**config.mk**
```make
export PLATFORM = sky130hd
export DESIGN_NAME = klingon_seg_decoder_flat
export DESIGN_NICKNAME = d
export VERILOG_FILES = /design/src/rtl/klingon_pkg.sv /design/src/rtl/klingon_seg_decoder_if.sv /design/src/rtl/klingon_glyph_lut.sv /design/src/rtl/klingon_seg_decoder.sv /design/src/flat_wrapper.sv
export SDC_FILE = /design/constraint.sdc
export NUM_CORES = 1
export LEC_CHECK = 0
export CAP_MARGIN = 20
export CELL_PAD_IN_SITES_DETAIL_PLACEMENT = 1
export CELL_PAD_IN_SITES_GLOBAL_PLACEMENT = 2
export CORE_ASPECT_RATIO = 1.75
export CORE_MARGIN = 3
export CORE_UTILIZATION = 33
export CTS_BUF_LIST = sky130_fd_sc_hd__clkbuf_16
export DETAILED_ROUTE_END_ITERATION = 8
export DONT_BUFFER_PORTS = 1
export PLACE_DENSITY = 0.63
export REMOVE_ABC_BUFFERS = 1
export SETUP_SLACK_MARGIN = 0.02
export SLEW_MARGIN = 20
export SYNTH_ARGS = -nofsm -noshare
export SYNTH_HDL_FRONTEND = slang
export SYNTH_SLANG_ARGS = --single-unit
```
**constraint.sdc**
```tcl
create_clock -name clk -period 2.5 [get_ports clk]
set_input_delay 0.5 -clock clk [delete_from_list [all_inputs] [get_ports clk]]
set_output_delay 0.5 -clock clk [all_outputs]
set_load 0.005 [all_outputs]
```
**src/rtl/klingon_pkg.sv**
```systemverilog
// ---------------------------------------------------------------------------
// klingon_pkg
// Shared definitions for the Klingon 7-segment glyph path. The glyph table is
// used by both the encoder and the decoder so the two directions cannot drift.
//   GLYPH_0..GLYPH_9 : segment patterns for digits 0-9 (bit 6 = MSB)
//   GLYPH_BLANK      : separator pattern, never emitted as a digit
//   DIGIT_ERR        : digit value reported for an unknown pattern
//   state_t          : decoder FSM states
// ---------------------------------------------------------------------------
package klingon_pkg;

    localparam logic [6:0] GLYPH_0     = 7'b0111111;
    localparam logic [6:0] GLYPH_1     = 7'b0000001;
    localparam logic [6:0] GLYPH_2     = 7'b1000001;
    localparam logic [6:0] GLYPH_3     = 7'b1001001;
    localparam logic [6:0] GLYPH_4     = 7'b1100010;
    localparam logic [6:0] GLYPH_5     = 7'b1011100;
    localparam logic [6:0] GLYPH_6     = 7'b1010010;
    localparam logic [6:0] GLYPH_7     = 7'b1100100;
    localparam logic [6:0] GLYPH_8     = 7'b0110110;
    localparam logic [6:0] GLYPH_9     = 7'b1110110;
    localparam logic [6:0] GLYPH_BLANK = 7'b0000000;

    localparam logic [3:0] DIGIT_ERR   = 4'hF;

    typedef enum logic [1:0] {
        BLANK = 2'd0,
        COUNT = 2'd1,
        HELD  = 2'd2
    } state_t;

endpackage

```
**src/rtl/klingon_seg_decoder_if.sv**
```systemverilog
// ---------------------------------------------------------------------------
// klingon_seg_decoder_if
// Bundle between a segment-pattern source / digit consumer (master) and the
// decoder (slave).
//   seg_in    : raw 7-bit segment pattern
//   out_digit : decoded digit, DIGIT_ERR when out_err = 1
//   out_err   : pattern was non-blank and not in the glyph table
//   out_valid : output register holds an unconsumed glyph
//   out_ready : consumer accepts the glyph
//   ovf       : sticky, a glyph was lost because the output register was full
//   ovf_clr   : synchronous clear of ovf
//   dbg_state : current decoder FSM state
// Handshake: a transfer happens on a rising edge where out_valid && out_ready;
// while out_valid && !out_ready, out_digit/out_err hold their value, and
// out_valid never drops without a transfer (reset excepted).
// ---------------------------------------------------------------------------
interface klingon_seg_decoder_if;
    import klingon_pkg::*;

    logic [6:0] seg_in;
    logic [3:0] out_digit;
    logic       out_err;
    logic       out_valid;
    logic       out_ready;
    logic       ovf;
    logic       ovf_clr;
    state_t     dbg_state;

    modport master (
        output seg_in, out_ready, ovf_clr,
        input  out_digit, out_err, out_valid, ovf, dbg_state
    );

    modport slave (
        input  seg_in, out_ready, ovf_clr,
        output out_digit, out_err, out_valid, ovf, dbg_state
    );

endinterface

```
**src/rtl/klingon_glyph_lut.sv**
```systemverilog
// ---------------------------------------------------------------------------
// klingon_glyph_lut
// Purely combinational lookup of a 7-bit segment pattern.
//   seg      : segment pattern
//   is_blank : pattern is the separator
//   is_err   : pattern is non-blank and not a known glyph
//   digit    : decoded digit (DIGIT_ERR for unknown, 0 for blank)
// ---------------------------------------------------------------------------
module klingon_glyph_lut
    import klingon_pkg::*;
(
    input  logic [6:0] seg,
    output logic       is_blank,
    output logic       is_err,
    output logic [3:0] digit
);

    always_comb begin
        is_blank = 1'b0;
        is_err   = 1'b0;
        digit    = 4'd0;
        case (seg)
            GLYPH_0:     digit = 4'd0;
            GLYPH_1:     digit = 4'd1;
            GLYPH_2:     digit = 4'd2;
            GLYPH_3:     digit = 4'd3;
            GLYPH_4:     digit = 4'd4;
            GLYPH_5:     digit = 4'd5;
            GLYPH_6:     digit = 4'd6;
            GLYPH_7:     digit = 4'd7;
            GLYPH_8:     digit = 4'd8;
            GLYPH_9:     digit = 4'd9;
            GLYPH_BLANK: is_blank = 1'b1;
            default: begin
                is_err = 1'b1;
                digit  = DIGIT_ERR;
            end
        endcase
    end

endmodule

```
**src/rtl/klingon_seg_decoder.sv**
```systemverilog
// ---------------------------------------------------------------------------
// klingon_seg_decoder
// Receive side of the glyph path: registers seg_in, requires STABLE_CYCLES
// identical non-blank samples, decodes the pattern and emits it once over a
// valid/ready handshake. Unknown patterns are emitted with out_err set.
//   clk, rst_n : rising-edge clock, asynchronous active-low reset
//   bus        : klingon_seg_decoder_if slave (pattern in, digit out, ovf)
// Parameters: STABLE_CYCLES (1..255), CNT_W with 2**CNT_W > STABLE_CYCLES.
// ---------------------------------------------------------------------------
module klingon_seg_decoder
    import klingon_pkg::*;
#(
    parameter int unsigned STABLE_CYCLES = 4,
    parameter int unsigned CNT_W         = 8
) (
    input  logic                  clk,
    input  logic                  rst_n,
    klingon_seg_decoder_if.slave  bus
);

    // Counter value that, once incremented, reaches STABLE_CYCLES.
    localparam logic [CNT_W-1:0] CNT_LAST = CNT_W'(STABLE_CYCLES - 1);
    localparam logic [CNT_W-1:0] CNT_ONE  = CNT_W'(1);

    state_t           state_q, state_d;
    logic [6:0]       sample_q;
    logic [6:0]       last_q, last_d;
    logic [CNT_W-1:0] cnt_q, cnt_d;
    logic             emit;

    logic [3:0]       out_digit_q;
    logic             out_err_q;
    logic             out_valid_q;
    logic             ovf_q;

    logic             lut_blank;
    logic             lut_err;
    logic [3:0]       lut_digit;
    logic             accept;

    klingon_glyph_lut u_lut (
        .seg      (sample_q),
        .is_blank (lut_blank),
        .is_err   (lut_err),
        .digit    (lut_digit)
    );

    // Next-state: emit fires on the same edge the counter reaches
    // STABLE_CYCLES, giving STABLE_CYCLES + 1 cycles of total latency.
    always_comb begin
        state_d = state_q;
        last_d  = last_q;
        cnt_d   = cnt_q;
        emit    = 1'b0;
        case (state_q)
            BLANK: begin
                cnt_d = '0;
                if (!lut_blank) begin
                    last_d = sample_q;
                    cnt_d  = CNT_ONE;
                    if (STABLE_CYCLES == 1) begin
                        emit    = 1'b1;
                        state_d = HELD;
                    end else begin
                        state_d = COUNT;
                    end
                end
            end
            COUNT: begin
                if (lut_blank) begin
                    cnt_d   = '0;
                    state_d = BLANK;
                end else if (sample_q == last_q) begin
                    cnt_d = cnt_q + CNT_ONE;
                    if (cnt_q == CNT_LAST) begin
                        emit    = 1'b1;
                        state_d = HELD;
                    end
                end else begin
                    last_d = sample_q;
                    cnt_d  = CNT_ONE;
                end
            end
            HELD: begin
                // Counter stays saturated at STABLE_CYCLES while held.
                if (lut_blank) begin
                    cnt_d   = '0;
                    state_d = BLANK;
                end else if (sample_q != last_q) begin
                    last_d  = sample_q;
                    cnt_d   = CNT_ONE;
                    state_d = COUNT;
                end
            end
            default: begin
                cnt_d   = '0;
                state_d = BLANK;
            end
        endcase
    end

    always_ff @(posedge clk or negedge rst_n) begin
        if (!rst_n) begin
            state_q  <= BLANK;
            sample_q <= '0;
            last_q   <= '0;
            cnt_q    <= '0;
        end else begin
            state_q  <= state_d;
            sample_q <= bus.seg_in;
            last_q   <= last_d;
            cnt_q    <= cnt_d;
        end
    end

    assign accept = out_valid_q && bus.out_ready;

    // A new glyph may replace one being consumed in the same cycle; otherwise
    // a full register drops the new glyph and flags ovf (set beats clear).
    always_ff @(posedge clk or negedge rst_n) begin
        if (!rst_n) begin
            out_digit_q <= '0;
            out_err_q   <= 1'b0;
            out_valid_q <= 1'b0;
            ovf_q       <= 1'b0;
        end else begin
            if (emit && (!out_valid_q || accept)) begin
                out_digit_q <= lut_digit;
                out_err_q   <= lut_err;
                out_valid_q <= 1'b1;
            end else if (accept) begin
                out_valid_q <= 1'b0;
            end

            if (emit && out_valid_q && !accept) begin
                ovf_q <= 1'b1;
            end else if (bus.ovf_clr) begin
                ovf_q <= 1'b0;
            end
        end
    end

    assign bus.out_digit = out_digit_q;
    assign bus.out_err   = out_err_q;
    assign bus.out_valid = out_valid_q;
    assign bus.ovf       = ovf_q;
    assign bus.dbg_state = state_q;

endmodule

```
**src/flat_wrapper.sv**
```systemverilog
// flat-port wrapper written by rule: the top's interface ports become plain ports
module klingon_seg_decoder_flat import klingon_pkg::*;
#(
    parameter int unsigned STABLE_CYCLES = 4,
    parameter int unsigned CNT_W         = 8
)
  (clk, rst_n, bus_seg_in, bus_out_ready, bus_ovf_clr, bus_out_digit, bus_out_err, bus_out_valid, bus_ovf, bus_dbg_state);
  klingon_seg_decoder_if bus_i ();
  input  logic clk;
  input  logic rst_n;
  input wire logic [$bits(bus_i.seg_in)-1:0] bus_seg_in;
  input wire logic [$bits(bus_i.out_ready)-1:0] bus_out_ready;
  input wire logic [$bits(bus_i.ovf_clr)-1:0] bus_ovf_clr;
  output wire logic [$bits(bus_i.out_digit)-1:0] bus_out_digit;
  output wire logic [$bits(bus_i.out_err)-1:0] bus_out_err;
  output wire logic [$bits(bus_i.out_valid)-1:0] bus_out_valid;
  output wire logic [$bits(bus_i.ovf)-1:0] bus_ovf;
  output wire logic [$bits(bus_i.dbg_state)-1:0] bus_dbg_state;
  assign bus_i.seg_in = bus_seg_in;
  assign bus_i.out_ready = bus_out_ready;
  assign bus_i.ovf_clr = bus_ovf_clr;
  assign bus_out_digit = bus_i.out_digit;
  assign bus_out_err = bus_i.out_err;
  assign bus_out_valid = bus_i.out_valid;
  assign bus_ovf = bus_i.ovf;
  assign bus_dbg_state = bus_i.dbg_state;
  klingon_seg_decoder #(.STABLE_CYCLES(STABLE_CYCLES), .CNT_W(CNT_W)) u_core (.clk(clk), .rst_n(rst_n), .bus(bus_i));
endmodule
```
==> impl_metrics.toml, run 1 <==
[outcome]
run_status = "finished, final reports clean"

[worst_setup_path]
worst-path-max-fanout = 7
worst_setup_path_end_kind = "register"
cp_data_required_time_ns = 2.66
worst_path_largest_cell_delay_ns = 0.62
slowest_cell_on_the_critical_path = "or4_1"
timing.critical_path.cells = "ha_1 -> nor4b_4 -> nand3_2 -> or4_1 -> a21o_1 -> o22a_1"
critPathBufInv = 0
timing.critical_path.from_type = "register"
worst_ep_arrival_time_ns = 2.35
critical-path-top-delay-family = "simple AND/OR/NAND/NOR gates"
setup.worst_path.class = "register to register"

[floorplanning]
core_region_area_sq_um = 4831
die_width_um = 60.04
initial_utilization_pct = 34.91
die_area_sq_um = 6039
rows = 33
die-height_um = 100.6
io_pins = 20

[yosys]
warnings_from_yosys = 0
syn-cell-area_sq_um = 1687
post-synth-top-count-cell = "dfrtp_1"
synth_top_flop_cell = "dfrtp_1"
postSynthAreaPerCell_sq_um = 11.17
top_area_cell_type_share_of_the_netlist_area_pct = 45.99
synth_cell_types = 48
synthDominantAreaCellType = "dfrtp_1"
cell_count_after_synthesis = 151
ffs_w_async_s_r_synth_pct = 100.0
synth.ff_latch_count = 31
synth-edff-count = 0
cell_types_with_the_largest_area_share_after_synthesis = "dfrtp_1 46%, mux2_2 5.3%, xnor2_1 5.2%"
yosys-top-cells-count = "31 x dfrtp_1, 11 x nor2_1, 10 x xnor2_1"
synth_sequential_area_ratio_pct = 45.99

[global_routing]
grt_util_all_layers_pct = 13.75
grt_overflow_total = 0
grt_max_degree = 32
grt_pass1_wl_um = 6216
grt_pass1_vias = 1258
grt_antenna_before_repair = 0

[sta]
postLayoutSetupSlackWorst_ns = 0.3109
holdWs_ns = 0.04194
final_max_slew_viol_count = 0
number_of_hold_slack_violations_in_the_final_timing_report = 0
max_slew_margin_pct = 59.86
grt_setup_unrepaired = "false"
max_slew.worst_pin.slew_ns = 0.6008
timing.clock.skew_ns = 0.002810
period_share_pct = 87.56
fmaxAchievable_mhz = 456.8
setup_viol_count_final = 0
tns_ns = 0
fin_crit_ns = 2.189

[finish]
layout_cells_sized_above_1_pct = 22.22
layout.nets = 164
syn2layout_area_growth_pct = 10.61
final_cell_count_no_fill = 205
count_of_antenna_diodes_in_the_layout = 0

[clocking]
ctsHoldBuffers = 1
clk_pin_slew_ns = 0.05
ctsResizeCount = 0
tritoncts = "done"
cts_setup_buffers = 0
cts.sink_count = 31
ctsRootBufferMaster = "clkbuf_16"
h-tree-depth = 2
cts_inserted_buffers = 5
clockBufferDepth = 2
clk_lat_worst_skew_ns = 0.28

[drt]
num_vias = 1143
drt_iter0_drc = 33
post_drt_wl_per_cell_um = 17.84
antenna_violating_nets_post_route = 0
firstDrtPassIters = 4
remaining_drc_errors = 0
route.final.wire_length_um = 3657
drt-vias-per-instance = 5.576

[flow_run]
timing.max_cap.violations = 0

[pwr]
power-per-cell-area_nw_per_um2 = 642.1
power_leakage_nw = 0.7358
peak_supply_drop_mv = 0.4832

[placement]
dp.cells = 196
post-dp-hpwl_um = 2906
post-place-ws_ns = 0.3177
count_of_input_and_output_buffers = 0
gp_congestion = 0.7881

[min_path]
hold_crit_class = "input port to asynchronous set/reset pin"
==> through the flow <==
| step | cell area [sq um] | power, mW | util, % |
|---|---|---|---|
| after floorplan | 1613 | 0.5910 | - |
| after global placement | 1700 | 0.6071 | 35.20 |
| after detailed placement | 1700 | 0.6103 | 35.20 |
| after CTS | 1866 | 1.212 | 38.62 |
| after global routing | 1866 | 1.246 | 38.62 |
| final | 1866 | 1.198 | 38.62 |
==> cell families (layout without fill, tap and decap cells) <==
group                    count (synthesis)  count (layout)  share of synthesized area (%)
AO/OA/AOI/OAI                           30              30                          13.65
multiplexers                             9               9                          6.009
flip-flops                              31              31                          45.99
adder cells (fa/ha/maj)                  1               1                         0.7417
XOR/XNOR                                15              15                          8.680
AND/OR/NAND/NOR                         50              50                          19.44
buffers and inverters                   15              17                          5.489
==> cell usage in the layout (no fill, tap or decap), drive strengths merged, types with 2 or more instances in the layout <==
| master | Yosys | layout |
|---|---|---|
| dfrtp | 31 | 31 |
| xnor2 | 12 | 12 |
| nor2 | 11 | 11 |
| mux2 | 9 | 9 |
| a22oi | 7 | 7 |
| nand3 | 7 | 7 |
| inv | 5 | 5 |
| clkbuf | 0 | 5 |
| nand2 | 4 | 4 |
| nand2b | 4 | 4 |
| buf | 10 | 4 |
| a21oi | 3 | 3 |
| or3b | 3 | 3 |
| o31a | 3 | 3 |
| nor2b | 3 | 3 |
| o22ai | 3 | 3 |
| xor2 | 3 | 3 |
| o21ai | 3 | 3 |
| o31ai | 3 | 3 |
| nor3 | 3 | 3 |
| or3 | 2 | 2 |
| and3 | 2 | 2 |
| clkinvlp | 0 | 2 |
| nand4 | 2 | 2 |
| or4 | 2 | 2 |
==> registers in the layout, summed over array words and instances (netlist names) <==
name / flops
u_core.sample_q: 7
u_core.bus.out_digit: 4
u_core.bus.ovf: 1
u_core.bus.dbg_state: 2
u_core.cnt_q: 8
u_core.bus.out_valid: 1
u_core.bus.out_err: 1
u_core.last_q: 7
==> layout make-up <==
cell class / instances / area, sq um
Sequential cell: 31 / 775.7
Clock inverter: 3 / 20.02
Inverter: 5 / 18.77
Timing Repair Buffer: 4 / 42.54
Fill cell: 525 / 2965
Clock buffer: 5 / 125.1
Tap cell: 52 / 65.06
Multi-Input combinational cell: 105 / 818.3
==> layer usage <==
layer | routed length, um | up-vias | track usage, %
met2 | 2235 | 14 | 27.00
met3 | 107 | 4 | 2.821
met5 | 0 | - | 0
met4 | 51 | 0 | 5.119
li1 | - | 541 | -
met1 | 1262 | 584 | 13.04
==> where the power goes <==
group	internal, mW	switching, mW	leakage, nW	total [mW]
registers	0.516	0.0213	0.390	0.537
clock network	0.366	0.220	0.0658	0.586
logic	0.0367	0.0382	0.280	0.0749
total	0.919	0.279	0.736	1.20
==> final timing paths <==
kind                                         startpoint                                   to  slack (ns)  depth (start not counted)
min                                               rst_n          u_core.cnt_q[2]$_DFFE_PN0P_        0.04                          1
min reg2reg                u_core.last_q[6]$_DFFE_PN0P_         u_core.last_q[6]$_DFFE_PN0P_        0.51                          1
max in group asynchronous                         rst_n         u_core.sample_q[1]$_DFF_PN0_        2.29                          1
max reg2reg                 u_core.cnt_q[0]$_DFFE_PN0P_  u_core.bus.out_digit[2]$_DFFE_PN0P_        0.31                          6
max                         u_core.cnt_q[0]$_DFFE_PN0P_  u_core.bus.out_digit[2]$_DFFE_PN0P_        0.31                          6
min in group clk                          bus_seg_in[3]         u_core.sample_q[3]$_DFF_PN0_        0.25                          0
Power figures use the tool's default switching activity.
==> run 2, diff against run 1 <==
==> constraint.sdc (replaced) <==
create_clock -name clk -period 2.5 [get_ports clk]
set_input_delay 0.375 -clock clk [delete_from_list [all_inputs] [get_ports clk]]
set_output_delay 0.375 -clock clk [all_outputs]
set_load 0.005 [all_outputs]
==> run 2 against run 1 <==
Highest routed layer unchanged. Maximum frequency about the same. First-iteration DRC count is 55% higher. Power is 0.12% higher. Non-clock buffer count up 1. Worst setup slack barely moved. Global-route usage did not move. Final cell count up 0.49%. Critical path type unchanged. Utilization rose by 0.21 points. Largest cell class unchanged. Clock-buffer cell count did not move. Via count is 0.61% higher. Clock power about the same.
==> impl_metrics.toml, run 2 (synthesis gave the netlist of run 1 again) <==
[clocking]
clockBufferDepth = 2
tritoncts = "done"
clk_pin_slew_ns = 0.05
cts_inserted_buffers = 5
ctsRootBufferMaster = "clkbuf_16"
h-tree-depth = 2
cts.sink_count = 31
clk_lat_worst_skew_ns = 0.28
ctsResizeCount = 0

[pwr]
finalPower_mw = 1.199
power_leakage_nw = 0.7400
peak_supply_drop_mv = 0.4832
power-per-cell-area_nw_per_um2 = 639.5

[placement]
dpl_cell_area_sq_um = 1700
count_of_input_and_output_buffers = 0
gp_congestion = 0.7881
post-dp-hpwl_um = 2906

[drt]
drt_iter0_drc = 51
drt-vias-per-instance = 5.583
firstDrtPassIters = 4
remaining_drc_errors = 0
post_drt_wl_per_cell_um = 17.77
route.final.wire_length_um = 3661
antenna_violating_nets_post_route = 0
num_vias = 1150

[finish]
layout_common_cells = "31 x dfrtp_1, 11 x nor2_1, 10 x xnor2_1"
largest_register_ffs = 8
largest_registers = "u_core.cnt_q: 8 flops, u_core.last_q: 7 flops, u_core.sample_q: 7 flops"
layout.nets = 165
most_common_cell_after_layout_fill_and_taps_aside = "dfrtp_1"
largest_register = "u_core.cnt_q"
syn2layout_area_growth_pct = 11.20
final_cell_area_sq_um = 1876
count_of_antenna_diodes_in_the_layout = 0
layout_cells_sized_above_1_pct = 22.08

[worst_setup_path]
cp_data_required_time_ns = 2.66
worst_setup_path_end_kind = "register"
critical_path.reg2reg.startpoint = "u_core.cnt_q[0]$_DFFE_PN0P_"
setup.worst_path.class = "register to register"
timing.critical_path.from_type = "register"
worst-path-max-fanout = 7
worst_ep_arrival_time_ns = 2.35
startpoint = "u_core.cnt_q[0]$_DFFE_PN0P_"

[flow_run]
timing.max_cap.violations = 0

[floorplanning]
rows = 33
die_width_um = 60.04
io_pins = 20
die_area_sq_um = 6039
die-height_um = 100.6
initial_utilization_pct = 34.91
core_region_area_sq_um = 4831

[sta]
fin_crit_ns = 2.189
max_slew.worst_pin.slew_ns = 0.6128
holdWs_ns = 0.1243
period_share_pct = 87.56
fmaxAchievable_mhz = 456.8
final_max_slew_viol_count = 0
number_of_hold_slack_violations_in_the_final_timing_report = 0
grt_setup_unrepaired = "false"
max_slew_margin_pct = 59.06
tns_ns = 0
timing.clock.skew_ns = 0.002724
setup_viol_count_final = 0

[min_path]
worstHoldStart = "bus_seg_in[3]"
hold_crit_class = "input port to register"

[global_routing]
grt_util_all_layers_pct = 13.75
grt_pass1_wl_um = 6216
grt_pass1_vias = 1258
grt_antenna_before_repair = 0
grt_max_degree = 32
grt_overflow_total = 0

[outcome]
run_status = "finished, final reports clean"
## run 2: layer usage
| layer | part of all wire, % | global-route usage (%) | vias up |
|---|---|---|---|
| li1 | - | - | 543 |
| met1 | 34 | 13.04 | 589 |
| met2 | 61 | 27.00 | 14 |
| met3 | 3.1 | 2.821 | 4 |
| met4 | 1.4 | 5.119 | 0 |
| met5 | 0 | 0 | - |
## run 2: critical path, cell delays in order, from the launching register on
cell and delay, ns:
dfrtp_1 0.41, ha_1 0.25, nor4b_4 0.26, nand3_2 0.16
or4_1 0.62, a21o_1 0.21, o22a_1 0.17
## run 2: worst paths after layout
check / to / slack, ns / cells past startpoint
setup / recovery: u_core.bus.out_digit[2]$_DFFE_PN0P_ / 0.31 / 6
hold / removal: u_core.sample_q[3]$_DFF_PN0_ / 0.12 / 0
setup reg to reg: u_core.bus.out_digit[2]$_DFFE_PN0P_ / 0.31 / 6
hold reg to reg: u_core.last_q[6]$_DFFE_PN0P_ / 0.51 / 1
max in group asynchronous: u_core.sample_q[1]$_DFF_PN0_ / 1.79 / 2
min in group asynchronous: u_core.cnt_q[2]$_DFFE_PN0P_ / 0.54 / 2
## run 2: timing repair
action,CTS,global route
hold buffers,2,0
setup buffers,0,0
hold endpoints to repair,31,0
setup endpoints to repair,0,0
## run 2: area by class of cell
class                   instances  area (sq um)
fillers                       524          2955
clock buffers                   5         125.1
flip-flops and latches         31         775.7
inverters                       5         18.77
multi-input cells             105         818.3
repair buffers                  5         52.55
well taps                      52         65.06
clock inverters                 3         20.02
## run 2: power by group
group          leakage (nW)  switching (mW)  internal, mW  total, mW
Clock                0.0658           0.220         0.366      0.585
Combinational         0.284          0.0389        0.0376     0.0766
Sequential            0.390          0.0213         0.516      0.537
Total                 0.740           0.280         0.919       1.20
## run 2: stage by stage
| stage | setup slack [ns] | instances | util (%) |
|---|---|---|---|
| final | 0.3111 | 206 | 38.82 |
| after global routing | 0.1701 | 206 | 38.82 |
| after CTS | 0.2991 | 206 | 38.82 |
| after detailed placement | 0.3177 | 196 | 35.20 |
| after global placement | 0.3953 | 196 | 35.20 |
| after floorplan | 0.4878 | 141 | - |
==> run 3, diff against run 2 <==
==> constraint.sdc (replaced) <==
create_clock -name clk -period 2.15 [get_ports clk]
set_input_delay 0.3225 -clock clk [delete_from_list [all_inputs] [get_ports clk]]
set_output_delay 0.3225 -clock clk [all_outputs]
set_load 0.005 [all_outputs]
==> run 3 against run 2 <==
Sequential power rose by 16%. Power rose by 36%. First-iteration DRC count decreased by 63%. Via count up 3.6%. Wire length up 6.8%.
==> impl_metrics.toml, run 3 (synthesis gave the netlist of run 1 again) <==
[global_routing]
grt_overflow_total = 0
grt_max_degree = 32
grt_pass1_wl_um = 6548
grt_util_all_layers_pct = 14.79
grt_antenna_before_repair = 0
grt_pass1_vias = 1316

[sta]
setup_viol_count_final = 0
postLayoutSetupSlackWorst_ns = 0.1192
fmaxAchievable_mhz = 492.4
final_max_slew_viol_count = 0
fin_crit_ns = 2.031
period_share_pct = 94.46
number_of_hold_slack_violations_in_the_final_timing_report = 0
timing.clock.skew_ns = 0.007023
tns_ns = 0
max_slew.worst_pin.slew_ns = 0.6006
grt_setup_unrepaired = "true"
max_slew_margin_pct = 59.88

[worst_setup_path]
worst_setup_path_end_kind = "register"
timing.reg2reg.worst_path_depth = 6
worst_ep_arrival_time_ns = 2.19
timing.critical_path.from_type = "register"
reg2reg_slack_ns = 0.12
critical_path.reg2reg.startpoint = "u_core.sample_q[4]$_DFF_PN0_"
setup.worst_path.class = "register to register"
cp_data_required_time_ns = 2.31
r2r_end = "u_core.bus.out_digit[3]$_DFFE_PN0P_"
worst-path-max-fanout = 11

[drt]
antenna_violating_nets_post_route = 0
num_vias = 1191
remaining_drc_errors = 0
firstDrtPassIters = 4
post_drt_wl_per_cell_um = 18.02
drt_iter0_drc = 19
drt-vias-per-instance = 5.488
route.final.wire_length_um = 3911

[flow_run]
timing.max_cap.violations = 0

[finish]
layout.nets = 176
largest_registers = "u_core.cnt_q: 8 flops, u_core.last_q: 7 flops, u_core.sample_q: 7 flops"
final_cell_count_no_fill = 217
most_common_cell_after_layout_fill_and_taps_aside = "dfrtp_1"
layout_common_cells = "28 x dfrtp_1, 14 x buf_4, 11 x nor2_1"
fill_cells = 526
count_of_antenna_diodes_in_the_layout = 0
multi_input_area_sq_um = 818.3
largest_register_ffs = 8
largest_register = "u_core.cnt_q"
layout_cells_sized_above_1_pct = 29.09
syn2layout_area_growth_pct = 19.14
sequential_cell_area_sq_um = 779.5
final_cell_area_sq_um = 2009

[clocking]
clk_lat_worst_skew_ns = 0.27
cts.sink_count = 31
h-tree-depth = 2
clk_pin_slew_ns = 0.05
clockBufferDepth = 2
ctsRootBufferMaster = "clkbuf_16"
cts_inserted_buffers = 5
tritoncts = "done"

[placement]
count_of_input_and_output_buffers = 0
gp_congestion = 0.7223
post-dp-hpwl_um = 2940
dp.cells = 207
post-place-ws_ns = 0.06799
dpl_cell_area_sq_um = 1783

[pwr]
internal-power_mw = 1.313
power.clock.fraction_pct = 55.7
netSwitchingFraction_pct = 19.71
p_switching_uw = 322.4
power-per-cell-area_nw_per_um2 = 813.8
power_leakage_nw = 0.8130
finalPower_mw = 1.635
sequentialPowerShare_pct = 38.2
peak_supply_drop_mv = 0.5497
combinationalPowerShare_pct = 6.1

[min_path]
hold_crit_class = "input port to register"
worstHoldStart = "bus_seg_in[1]"
worst_hold_path.num_cells = 0
whs_endpoint = "u_core.sample_q[1]$_DFF_PN0_"

[outcome]
run_status = "finished, final reports clean"

[floorplanning]
initial_utilization_pct = 34.91
core_region_area_sq_um = 4831
die_width_um = 60.04
die-height_um = 100.6
die_area_sq_um = 6039
io_pins = 20
rows = 33
run 3: worst max-delay path by stage:
stage | cells past startpoint | slack, ns | to | start
6_report | 6 | 0.12 | u_core.bus.out_digit[3]$_DFFE_PN0P_ | u_core.sample_q[4]$_DFF_PN0_
5_1_grt | 5 | 0.003 | u_core.last_q[1]$_DFFE_PN0P_ | u_core.sample_q[4]$_DFF_PN0_
4_1_cts | 6 | 0.05 | u_core.bus.out_digit[3]$_DFFE_PN0P_ | u_core.sample_q[4]$_DFF_PN0_
3_5_place_dp | 5 | 0.07 | u_core.last_q[4]$_DFFE_PN0P_ | u_core.sample_q[4]$_DFF_PN0_
3_3_place_gp | 5 | 0.12 | u_core.bus.out_digit[0]$_DFFE_PN0P_ | u_core.sample_q[4]$_DFF_PN0_
2_1_floorplan | 5 | 0.14 | u_core.bus.out_digit[2]$_DFFE_PN0P_ | u_core.bus.dbg_state[0]$_DFFE_PN0P_
run 3: per-stage QoR:
step                hold WS, ns  util [%]
finish                  0.07008     41.60
global route            0.05732     41.60
CTS                     0.06571     41.52
detailed placement      0.02765     36.91
global placement        0.02762     36.91
floorplan               0.02691         -
run 3: power by group through the flow:
| stage | clock [mW] | sequential [mW] | combinational (mW) |
|---|---|---|---|
| floorplan | 0 | 0.630 | 0.0573 |
| CTS | 0.928 | 0.625 | 0.102 |
| finish | 0.911 | 0.625 | 0.100 |
| global placement | 0 | 0.633 | 0.0804 |
| detailed placement | 0 | 0.635 | 0.0826 |
| global route | 0.961 | 0.628 | 0.110 |
run 3: repair_timing:
item | in CTS | in global routing
setup endpoints to repair | 0 | 10
hold endpoints to repair | 31 | 0
hold buffers | 2 | 0
gates resized for setup | 0 | 3
buffers inserted | 0 | 0
run 3: metal layers:
| metal | GRT usage, % | wire [um] |
|---|---|---|
| met5 | 0 | 0 |
| met4 | 5.631 | 70 |
| met3 | 2.821 | 100 |
| met2 | 28.08 | 2322 |
| met1 | 15.04 | 1417 |
run 3: final cells by class:
cell class,count,area share [%]
Clock buffer,5,6.227
Clock inverter,3,3.362
Inverter,5,0.9340
Multi-Input combinational cell,105,40.72
Sequential cell,31,38.79
Tap cell,52,3.238
Timing Repair Buffer,16,6.725
run 3: critical path: stages, from the launching register on:
cell and delay (ns):
dfrtp_2 0.48, or4_4 0.56, o31ai_1 0.33, or4_1 0.24
buf_4 0.15, nand2b_1 0.05, o31a_1 0.10
